File: config.mk
export PLATFORM = sky130hd
export DESIGN_NAME = dice_roll_ctrl
export DESIGN_NICKNAME = d
export VERILOG_FILES = /design/src/rtl/dice_roll_ctrl.sv
export SDC_FILE = /design/constraint.sdc
export NUM_CORES = 1
export LEC_CHECK = 0
export ABC_AREA = 1
export CAP_MARGIN = 20
export CORE_MARGIN = 2
export CORE_UTILIZATION = 58
export CTS_CLUSTER_SIZE = 28
export DETAILED_ROUTE_END_ITERATION = 12
export HOLD_SLACK_MARGIN = 0.02
export PLACE_DENSITY = 0.8
export SYNTH_ARGS = -nofsm -noshare
export SYNTH_HDL_FRONTEND = slang
export SYNTH_SLANG_ARGS = --single-unit
File: constraint.sdc
create_clock -name clk -period 2.95 [get_ports clk]
set_clock_uncertainty 0.1 [all_clocks]
set_input_delay 0.4425 -clock clk [delete_from_list [all_inputs] [get_ports clk]]
set_output_delay 0.4425 -clock clk [all_outputs]
set_load 0.05 [all_outputs]
File: src/rtl/dice_roll_ctrl.sv
// Two-player dice controller: debounces the hold-to-roll buttons, runs one roll FSM
// and one free-running LFSR per player, and judges each round once both have stopped.
//
// player state | meaning
// P_IDLE       | blank die, waiting for a press
// P_ROLL       | button held, die follows the LFSR every cycle
// P_HOLD       | button released, die frozen until the next round
//
// round state  | meaning
// R_WAIT       | at least one player has not stopped yet
// R_JUDGE      | single cycle, compares the frozen faces
// R_SHOW       | result valid; any press starts a new round
module dice_roll_ctrl #(
    parameter int unsigned DEB_CYCLES = 20,
    parameter logic [7:0]  SEED1      = 8'hA5,
    parameter logic [7:0]  SEED2      = 8'h3C
) (
    input  logic       clk,
    input  logic       rst,
    input  logic       start1,
    input  logic       start2,
    output logic [3:0] dice1,
    output logic [3:0] dice2,
    output logic       rolling1,
    output logic       rolling2,
    output logic       done1,
    output logic       done2,
    output logic [1:0] result,
    output logic       result_valid
);

    localparam int unsigned    CW        = (DEB_CYCLES > 2) ? $clog2(DEB_CYCLES) : 1;
    localparam logic [CW-1:0]  CNT_MAX   = CW'(DEB_CYCLES - 1);
    localparam logic [7:0]     SEED1_EFF = (SEED1 == 8'h00) ? 8'h01 : SEED1;
    localparam logic [7:0]     SEED2_EFF = (SEED2 == 8'h00) ? 8'h01 : SEED2;

    typedef enum logic [1:0] {P_IDLE, P_ROLL, P_HOLD} pstate_t;
    typedef enum logic [1:0] {R_WAIT, R_JUDGE, R_SHOW} rstate_t;

    logic [1:0]    raw;
    logic [1:0]    sync1_q, sync2_q;
    logic [1:0]    deb_q, deb_d, deb_prev_q;
    logic [1:0]    rise, fall;
    logic [CW-1:0] cnt_q  [2];
    logic [CW-1:0] cnt_d  [2];
    logic [7:0]    lfsr_q [2];
    logic [7:0]    lfsr_d [2];
    logic [3:0]    dice_q [2];
    logic [3:0]    dice_d [2];
    pstate_t       pst_q  [2];
    pstate_t       pst_d  [2];
    rstate_t       rnd_q, rnd_d;
    logic [1:0]    res_q, res_d;
    logic          restart;

    function automatic logic [3:0] face(input logic [7:0] v);
        logic [7:0] m;
        m = v % 8'd6;
        return m[3:0] + 4'd1;
    endfunction

    assign raw  = {start2, start1};
    assign rise = deb_q & ~deb_prev_q;
    assign fall = ~deb_q & deb_prev_q;

    always_comb begin
        deb_d = deb_q;
        cnt_d = cnt_q;
        for (int i = 0; i < 2; i++) begin
            lfsr_d[i] = {lfsr_q[i][6:0], lfsr_q[i][7] ^ lfsr_q[i][5] ^ lfsr_q[i][4] ^ lfsr_q[i][3]};
            if (sync2_q[i] == deb_q[i]) begin
                cnt_d[i] = '0;
            end else if (cnt_q[i] == CNT_MAX) begin
                deb_d[i] = ~deb_q[i];
                cnt_d[i] = '0;
            end else begin
                cnt_d[i] = cnt_q[i] + CW'(1);
            end
        end
    end

    // A press seen in SHOW overrides the normal player transitions for both players.
    assign restart = (rnd_q == R_SHOW) && (rise != 2'b00);

    always_comb begin
        pst_d  = pst_q;
        dice_d = dice_q;
        for (int i = 0; i < 2; i++) begin
            if (restart) begin
                pst_d[i]  = rise[i] ? P_ROLL : P_IDLE;
                dice_d[i] = '0;
            end else begin
                unique case (pst_q[i])
                    P_IDLE: begin
                        if (rise[i] && (rnd_q != R_JUDGE)) pst_d[i] = P_ROLL;
                    end
                    P_ROLL: begin
                        dice_d[i] = face(lfsr_q[i]);
                        if (fall[i] && (rnd_q != R_JUDGE)) pst_d[i] = P_HOLD;
                    end
                    P_HOLD: pst_d[i] = P_HOLD;
                    default: begin
                        pst_d[i]  = P_IDLE;
                        dice_d[i] = '0;
                    end
                endcase
            end
        end
    end

    always_comb begin
        rnd_d = rnd_q;
        res_d = res_q;
        unique case (rnd_q)
            R_WAIT: begin
                if ((pst_q[0] == P_HOLD) && (pst_q[1] == P_HOLD)) rnd_d = R_JUDGE;
            end
            R_JUDGE: begin
                rnd_d = R_SHOW;
                if (dice_q[0] > dice_q[1])      res_d = 2'b01;
                else if (dice_q[0] < dice_q[1]) res_d = 2'b10;
                else                            res_d = 2'b11;
            end
            R_SHOW: begin
                if (restart) begin
                    rnd_d = R_WAIT;
                    res_d = 2'b00;
                end
            end
            default: begin
                rnd_d = R_WAIT;
                res_d = 2'b00;
            end
        endcase
    end

    always_ff @(posedge clk) begin
        if (!rst) begin
            sync1_q    <= '0;
            sync2_q    <= '0;
            deb_q      <= '0;
            deb_prev_q <= '0;
            lfsr_q[0]  <= SEED1_EFF;
            lfsr_q[1]  <= SEED2_EFF;
            for (int i = 0; i < 2; i++) begin
                cnt_q[i]  <= '0;
                dice_q[i] <= '0;
                pst_q[i]  <= P_IDLE;
            end
            rnd_q      <= R_WAIT;
            res_q      <= 2'b00;
        end else begin
            sync1_q    <= raw;
            sync2_q    <= sync1_q;
            deb_q      <= deb_d;
            deb_prev_q <= deb_q;
            for (int i = 0; i < 2; i++) begin
                lfsr_q[i] <= lfsr_d[i];
                cnt_q[i]  <= cnt_d[i];
                dice_q[i] <= dice_d[i];
                pst_q[i]  <= pst_d[i];
            end
            rnd_q      <= rnd_d;
            res_q      <= res_d;
        end
    end

    assign dice1        = dice_q[0];
    assign dice2        = dice_q[1];
    assign rolling1     = (pst_q[0] == P_ROLL);
    assign rolling2     = (pst_q[1] == P_ROLL);
    assign done1        = (pst_q[0] == P_HOLD);
    assign done2        = (pst_q[1] == P_HOLD);
    assign result       = res_q;
    assign result_valid = (rnd_q == R_SHOW);

endmodule
Word level (Yosys, flattened, before mapping)
Memories as Yosys holds them, arrays and structs flattened.
Cells that the tools add are included.
Widths: inputs -> output; s select.
- memory bits (writable): 16
- logic and storage cells: 100
- register bits after elaboration: 34
- bits of input ports: 4
- memories kept: 1
- latch bits: 0
- bits in read-only memories: 0
- output and inout bits: 15
- shift-type cells: 0
- muxes and demuxes: 22
- order comparisons: 2
- divide/modulo/power cells: 2
- equality and inequality tests: 17
- bitwise logic cells: 18
- reduce and logical (&&, ||, !) cells: 21
- multipliers: 0
- $add $sub $neg: 4
- memory list (name ; words ; width ; read ports ; clocked after Yosys merged registers in ; wr ports ; line ; source):
    lfsr_q ; 2 ; 8 ; 2 ; 0 ; 2 ; 46 ; logic [7:0] lfsr_q [2];
- operators by type and width (cell ; count):
    $pmux 2 s3 ; 4
    $mux 2 ; 9
    $mod 8x3->8 const B ; 2
    $mux 8 ; 2
    $pmux 4 s2 ; 2
    $reduce_and 2->1 ; 6
    $add 5x1->5 const B ; 2
    $eq 5x5->1 const B ; 2
    $add 4x1->4 const B ; 2
    $eq 2x1->1 const B ; 3
    $eq 2x2->1 const B ; 3
    $logic_and 1x1->1 ; 6
    $logic_not 2->1 ; 3
    $ne 3x1->1 const B ; 2
    $ne 3x3->1 const B ; 2
    $not 1->1 ; 6
    $reduce_or 2->1 ; 3
    $reduce_or 3->1 ; 2
    $xor 1x1->1 ; 6
    $mux 1 ; 5
    $and 2x2->2 ; 2
    $gt 4x4->1 ; 1
    $lt 4x4->1 ; 1
    $ne 2x1->1 const B ; 2
    other kinds (5) ; 8

Longest topological paths before layout
Gate-level depths: netlist of run 1.
- depth after elaboration: 6
- depth in mapped cells: 22
- gate-level depth less buffers: 22

Worst setup path after synthesis of run 1
OpenSTA, ideal clock, no wires.
- path type: flip-flop to flip-flop
- start: mem lfsr_q[0][5]
- end: reg dice_q (netlist bit dice1[3])
- library setup time: 126 ps
- clock period less this slack: 2336 ps
- path slack: 614 ps
- arrival time: 2110 ps
- required time: 2724 ps
- cell stages (with the launch flop): 19
- path buffers: 0
- cells stage by stage: dfxtp_1 inv_2 o21ai_2 xor2_1 o21ai_0 nand2_1 nand3_1 nand2_2 nand2_2 nand2_1 nand2_1 nand2_1 inv_1 ha_1 nand4_1 nor2_1 nand3_1 nand3_1 a21oi_1
- RTL lines (element ; line ; source):
    from (decl) ; 46 ;
    to (signal, indexed assignment) ; 160 ; dice_q[i] <= dice_d[i];
    to (decl) ; 48 ; logic [3:0] dice_q [2];

==> run_results.csv, run 1 <==
group,metric,value,unit
timing,slew_viol_final,0,
yosys,synthArstFlopShare,0,%
yosys,syn_avg_cell_area,7.26,µm²
finish,layout_commonest_cell,"nand2_1",
timing,max_freq,391,MHz
yosys,synth_ff_type,"dfxtp_1",
finish,nNetsFinal,402,
clock_network,cts_hold_buf,0,
global_routing,grt_use_total,20.2,%
detailed_routing,dr.first_iter.drc_count,87,
timing,max_slew.worst_pin.slew,0.599,ns
clock_network,cts_tree,"built",
place,port_buffers,18,
setup_path,path_max_fanout,6,
finish,final_cell_mix,"nand2_1 (79), inv_1 (63), dfxtp_1 (50)",
clock_network,clk_pin_slew_worst_paths,0.10,ns
floorplanning,pin_count,19,
pwr,leakagePower,1.41,nW
floorplanning,die-area,5060,µm²
global_routing,grt_max_degree,18,
finish,num_antenna_cells,0,
setup_path,end_kind,"flop",
detailed_routing,viasPerCell,5.13,
timing,finalCritPeriodShare,86.6,%
floorplanning,coreArea,4350,µm²
setup_path,r2r_setup_slack,0.39,ns
global_routing,gr-total-overflow,0,
pwr,p_per_area,701,nW/µm²
yosys,ys_ff_latch,50,
flow_run,maxCapViolations,0,
finish,stdcell_area,2970,µm²
yosys,synth-edff-count,0,
detailed_routing,vias,2233,
yosys,netlist_area,2620,µm²
timing,period_needed,2.56,ns
clock_network,clockRootBuffer,"clkbuf_8",
setup_path,path_class,"reg -> reg",
clock_network,post-cts-setup-buffers,0,
run_status,outcome,"complete, no violations",
timing,setup_violations,0,
timing,relSlewSlack,59.8,%
clock_network,cts_max_level,2,
finish,drive_above_1_share,9.66,%
yosys,syn_inst,360,
floorplanning,die_h,71.1,µm
detailed_routing,drc_errors,0,
clock_network,clk_latency,0.31,ns
yosys,synth_nets,380,
setup_path,cp.required,3.05,ns
place,gp_congestion,0.784,
detailed_routing,wirelength,4.60,mm
setup_path,crit_arrival,2.66,ns
floorplanning,num_rows,24,
detailed_routing,detail_route.wl_per_cell,10.6,µm
clock_network,cts_made_buffers,5,
global_routing,grt_first_pass_wirelength,8.30,mm
pwr,ir_drop,0.412,mV
clock_network,ctsResizeCount,0,
timing,tns,0,ns
setup_path,worstSetupStartpointType,"flop",
clock_network,cts_sinks,50,
detailed_routing,postRouteAntennaNets,0,
finish,synthToLayoutAreaGrowth,13.4,%
floorplanning,start_util,60.1,%
global_routing,grt_pass1_vias,2083,
timing,rsz0062_at_grt,"no",
clock_network,cts.path.max_buffers,2,
place,dp_hpwl,3.65,mm
yosys,ys_seq_area_share,38.3,%
hold_path,hp-class,"reg -> reg",
detailed_routing,first_pass_iters,4,
yosys,ys_types,29,
yosys,yosys_warnings,0,
timing,finalHoldViolCount,0,
place,place_area,2850,µm²
global_routing,antenna_found_initial,0,
floorplanning,die_x,71.1,µm
[layer usage]
| metal | share of wire [%] | vias to the layer above | GRT usage (%) |
|---|---|---|---|
| met5 | 0 | - | 0 |
| met4 | 1.4 | 0 | 9.22 |
| met3 | 2.7 | 8 | 5.13 |
| met2 | 48 | 24 | 32.8 |
| met1 | 48 | 1014 | 25.2 |
| li1 | - | 1187 | - |
[registers in the layout, summed over array words and instances, names as in the netlist]
register,cells
deb_prev_q,2
pst_q,4
sync1_q,2
cnt_q,10
deb_q,2
rnd_q,2
dice2,4
dice1,4
result,2
lfsr_q,16
sync2_q,2
[power by group]
group	internal (W)	switching, W
combinational	0.000290	0.000508
clock	0.000259	0.000245
sequential	0.000734	0.0000425
[cells in the mapped netlist (all sizes together) (3+ instances only)]
cell	n	share of area [%]
o21bai	3	1.3
xor2	9	3.0
nand4	3	0.72
nand2	89	14
nand3	33	6.9
nor2	27	4.0
inv	67	9.6
a21oi	20	3.8
a22oi	4	1.1
clkbuf	3	0.43
ha	16	7.7
dfxtp	50	38
o21ai	18	4.3
a211oi	4	1.1
xnor2	3	1.0
or2	3	0.72
[through the flow]
stage               utilization, %  hold slack (ns)  power [W]  setup slack (ns)  instances
floorplan                        -            0.290    0.00141             0.614        360
global placement              65.4            0.298    0.00156             0.509        427
detailed placement            65.4            0.304    0.00159             0.380        427
CTS                           68.1            0.321    0.00209             0.374        435
global route                  68.1            0.328    0.00222             0.119        435
finish                        68.1            0.316    0.00208             0.395        435
[logic make-up (layout without fill, tap and decap cells)]
kind of cell,Yosys count,count (layout),share of synthesized area [%]
xor+xnor,12,12,4.02
flops,50,50,38.3
fa+ha+maj,16,16,7.66
compound gates,53,53,13.0
buf+inv,71,94,10.3
simple gates,158,158,26.7
[layout make-up]
class | instances | area [µm²]
fillers | 362 | 1390
multi-input cells | 239 | 1340
clock buffers | 5 | 68.8
clock inverters | 3 | 47.5
repair buffers | 19 | 188
inverters | 67 | 251
well taps | 52 | 65.1
flip-flops and latches | 50 | 1000
[worst paths after layout]
check               end  cells past startpoint    startpoint
min reg2reg  sync2_q[1]                      2    sync1_q[1]
min          sync2_q[1]                      2    sync1_q[1]
max reg2reg    dice1[1]                     17  lfsr_q[0][5]
max            dice1[1]                     17  lfsr_q[0][5]
[critical path, cell delays in order, from the launching register on]
cell and delay [ns]:
dfxtp_1 0.47, inv_2 0.06, o21ai_2 0.14, xor2_1 0.21, inv_1 0.08, o21ai_2 0.07, nand2_2 0.07, nand3_1 0.10
nand2_2 0.06, nand2_2 0.09, nand2_1 0.05, nand2_1 0.08, nand3_2 0.08, nand2_2 0.10, xor2_1 0.20, ha_1 0.27
a22oi_1 0.16, nor2_1 0.05
(Power assumes the default switching activity.)
==> run 2, diff against run 1 <==
ABC_AREA = default   (was 1)
SKIP_CTS_REPAIR_TIMING = 1   (was default)
clock period = 3.1 ns   (was 2.95 ns; I/O delays follow)
==> run 2 against run 1 <==
Against the previous run: sequential power down 6.7%; maximum frequency down 1.6%; register-to-register slack better by 0.11 ns; setup slack better by 0.11 ns; hold slack better by 0.023 ns; first-iteration DRC count up 46%; global-route usage down 0.13 points; largest cell class unchanged; largest power group is now registers; routed wire length up 3.8%; power down 28%.
==> run_results.csv, run 2 <==
group,metric,value,unit
pwr,p_per_area,490,nW/µm²
clock_network,clk_pin_slew_worst_paths,0.09,ns
setup_path,path_max_fanout,13,
timing,relSlewSlack,62.6,%
timing,finalHoldViolCount,0,
global_routing,gr-total-overflow,0,
timing,slew_viol_final,0,
place,dp_cells,373,
finish,largest_reg_flops,16,
finish,top_register,"lfsr_q",
detailed_routing,detail_route.wl_per_cell,12.5,µm
yosys,synth-edff-count,0,
finish,drive_above_1_share,5.50,%
yosys,yosysTopAreaCellShare,36.2,%
detailed_routing,viasPerCell,5.67,
yosys,synthArstFlopShare,0,%
detailed_routing,dr.first_iter.drc_count,127,
detailed_routing,first_pass_iters,4,
floorplanning,die-area,5340,µm²
finish,num_antenna_cells,0,
floorplanning,die_h,73.1,µm
clock_network,cts_sinks,50,
global_routing,grt_first_pass_wirelength,8.54,mm
timing,tns,0,ns
detailed_routing,vias,2160,
setup_path,end_kind,"flop",
clock_network,clockRootBuffer,"clkbuf_8",
timing,fin_hold_ws,0.340,ns
finish,largest_registers,"lfsr_q: 16 flops, cnt_q: 10 flops",
place,port_buffers,18,
timing,period_needed,2.60,ns
floorplanning,num_rows,25,
yosys,yosys.area.top_type,"dfxtp_1",
setup_path,crit_arrival,2.69,ns
yosys,synthTopCellsByArea,"dfxtp_1 (36%), ha_1 (7.2%), a21oi_1 (4.5%)",
floorplanning,coreArea,4660,µm²
detailed_routing,drc_errors,0,
timing,max_freq,385,MHz
timing,setup_violations,0,
detailed_routing,postRouteAntennaNets,0,
global_routing,antenna_found_initial,0,
pwr,ir_drop,0.211,mV
setup_path,worstSetupStartpointType,"flop",
hold_path,hp-class,"reg -> reg",
place,pre_cts_ws,0.505,ns
yosys,ys_types,50,
global_routing,grt_use_total,20.1,%
floorplanning,pin_count,19,
finish,layout.cells.non_filler,381,
finish,final_cell_mix,"dfxtp_1 (50), a21oi_1 (25), nor2_1 (22)",
clock_network,clk_latency,0.31,ns
global_routing,grt_pass1_vias,1942,
yosys,synth_nets,332,
clock_network,cts_made_buffers,5,
setup_path,cp.required,3.19,ns
place,dp_hpwl,3.56,mm
clock_network,cts_max_level,2,
timing,finalCritPeriodShare,83.8,%
run_status,outcome,"complete, no violations",
setup_path,path_class,"reg -> reg",
yosys,syn_inst,312,
yosys,yosys_warnings,0,
timing,rsz0062_at_grt,"no",
pwr,leakagePower,1.16,nW
yosys,netlist_area,2770,µm²
timing,worst_slack,0.502,ns
floorplanning,die_x,73.1,µm
place,gp_congestion,0.884,
finish,layout_commonest_cell,"dfxtp_1",
yosys,synth_ff_type,"dfxtp_1",
finish,nNetsFinal,346,
detailed_routing,wirelength,4.78,mm
yosys,synth_most_common_cell,"dfxtp_1",
clock_network,cts_tree,"built",
floorplanning,start_util,59.4,%
finish,synthToLayoutAreaGrowth,10.5,%
clock_network,cts.path.max_buffers,2,
yosys,syn_avg_cell_area,8.87,µm²
yosys,ys_seq_area_share,36.2,%
timing,max_slew.worst_pin.slew,0.554,ns
flow_run,maxCapViolations,0,
global_routing,grt_max_degree,31,
yosys,ys_ff_latch,50,
yosys,synth_common_cells,"dfxtp_1 (50), a21oi_1 (25), nor2_1 (22)",
## run 2: through the flow
stage               area, µm²  util, %  power [W]
detailed placement       2970     63.6    0.00113
global placement         2970     63.6    0.00112
finish                   3060     65.6    0.00150
global route             3060     65.6    0.00159
CTS                      3060     65.6    0.00151
floorplan                2770        -    0.00104
## run 2: cell type report
cell class              count  area, µm²
well taps                  54       67.6
fillers                   402       1600
multi-input cells         232       1640
clock inverters             3       23.8
repair buffers             19        188
inverters                  18       67.6
clock buffers               5       68.8
flip-flops and latches     50       1000
## run 2: worst max-delay path, cell delays in order (launching register included)
cell and delay, ns:
dfxtp_1 0.43, or4b_1 0.58, mux2i_1 0.23, o2bb2ai_1 0.16, a211oi_2 0.08, inv_1 0.07, ha_1 0.24, nand2_1 0.09
nor3_1 0.05, a21oi_1 0.12, a21oi_1 0.08, o211ai_1 0.18, a21oi_1 0.08
## run 2: logic make-up after synthesis
group,Yosys count,share of synthesized area [%]
AO/OA/AOI/OAI,75,18.5
adder cells (fa/ha/maj),16,7.24
XOR/XNOR,18,5.70
buffers and inverters,30,4.48
AND/OR/NAND/NOR,117,25.0
multiplexers,6,2.85
flip-flops,50,36.2
## run 2: power breakdown
part	leakage, nW	switching [W]	total, W	internal, W
Clock	0.0408	0.000222	0.000383	0.000162
Combinational	0.713	0.000230	0.000392	0.000162
Sequential	0.409	0.0000478	0.000724	0.000676
## run 2: path summary, 6_finish.rpt
kind                            slack, ns    startpoint    endpoint  depth (start not counted)
worst min register to register       0.34    sync1_q[0]  sync2_q[0]                          1
worst max-delay path                 0.50  lfsr_q[0][6]    dice1[3]                         12
worst min-delay path                 0.34    sync1_q[0]  sync2_q[0]                          1
worst max register to register       0.50  lfsr_q[0][6]    dice1[3]                         12
## run 2: routing by layer
| metal | GRT usage (%) | part of all wire [%] | routed length [µm] | vias up |
|---|---|---|---|---|
| li1 | - | - | - | 1141 |
| met1 | 26.9 | 51 | 2450 | 979 |
| met2 | 31.8 | 45 | 2140 | 35 |
| met3 | 3.31 | 2.9 | 140 | 5 |
| met4 | 8.85 | 0.96 | 46 | 0 |
| met5 | 0 | 0 | 0 | - |
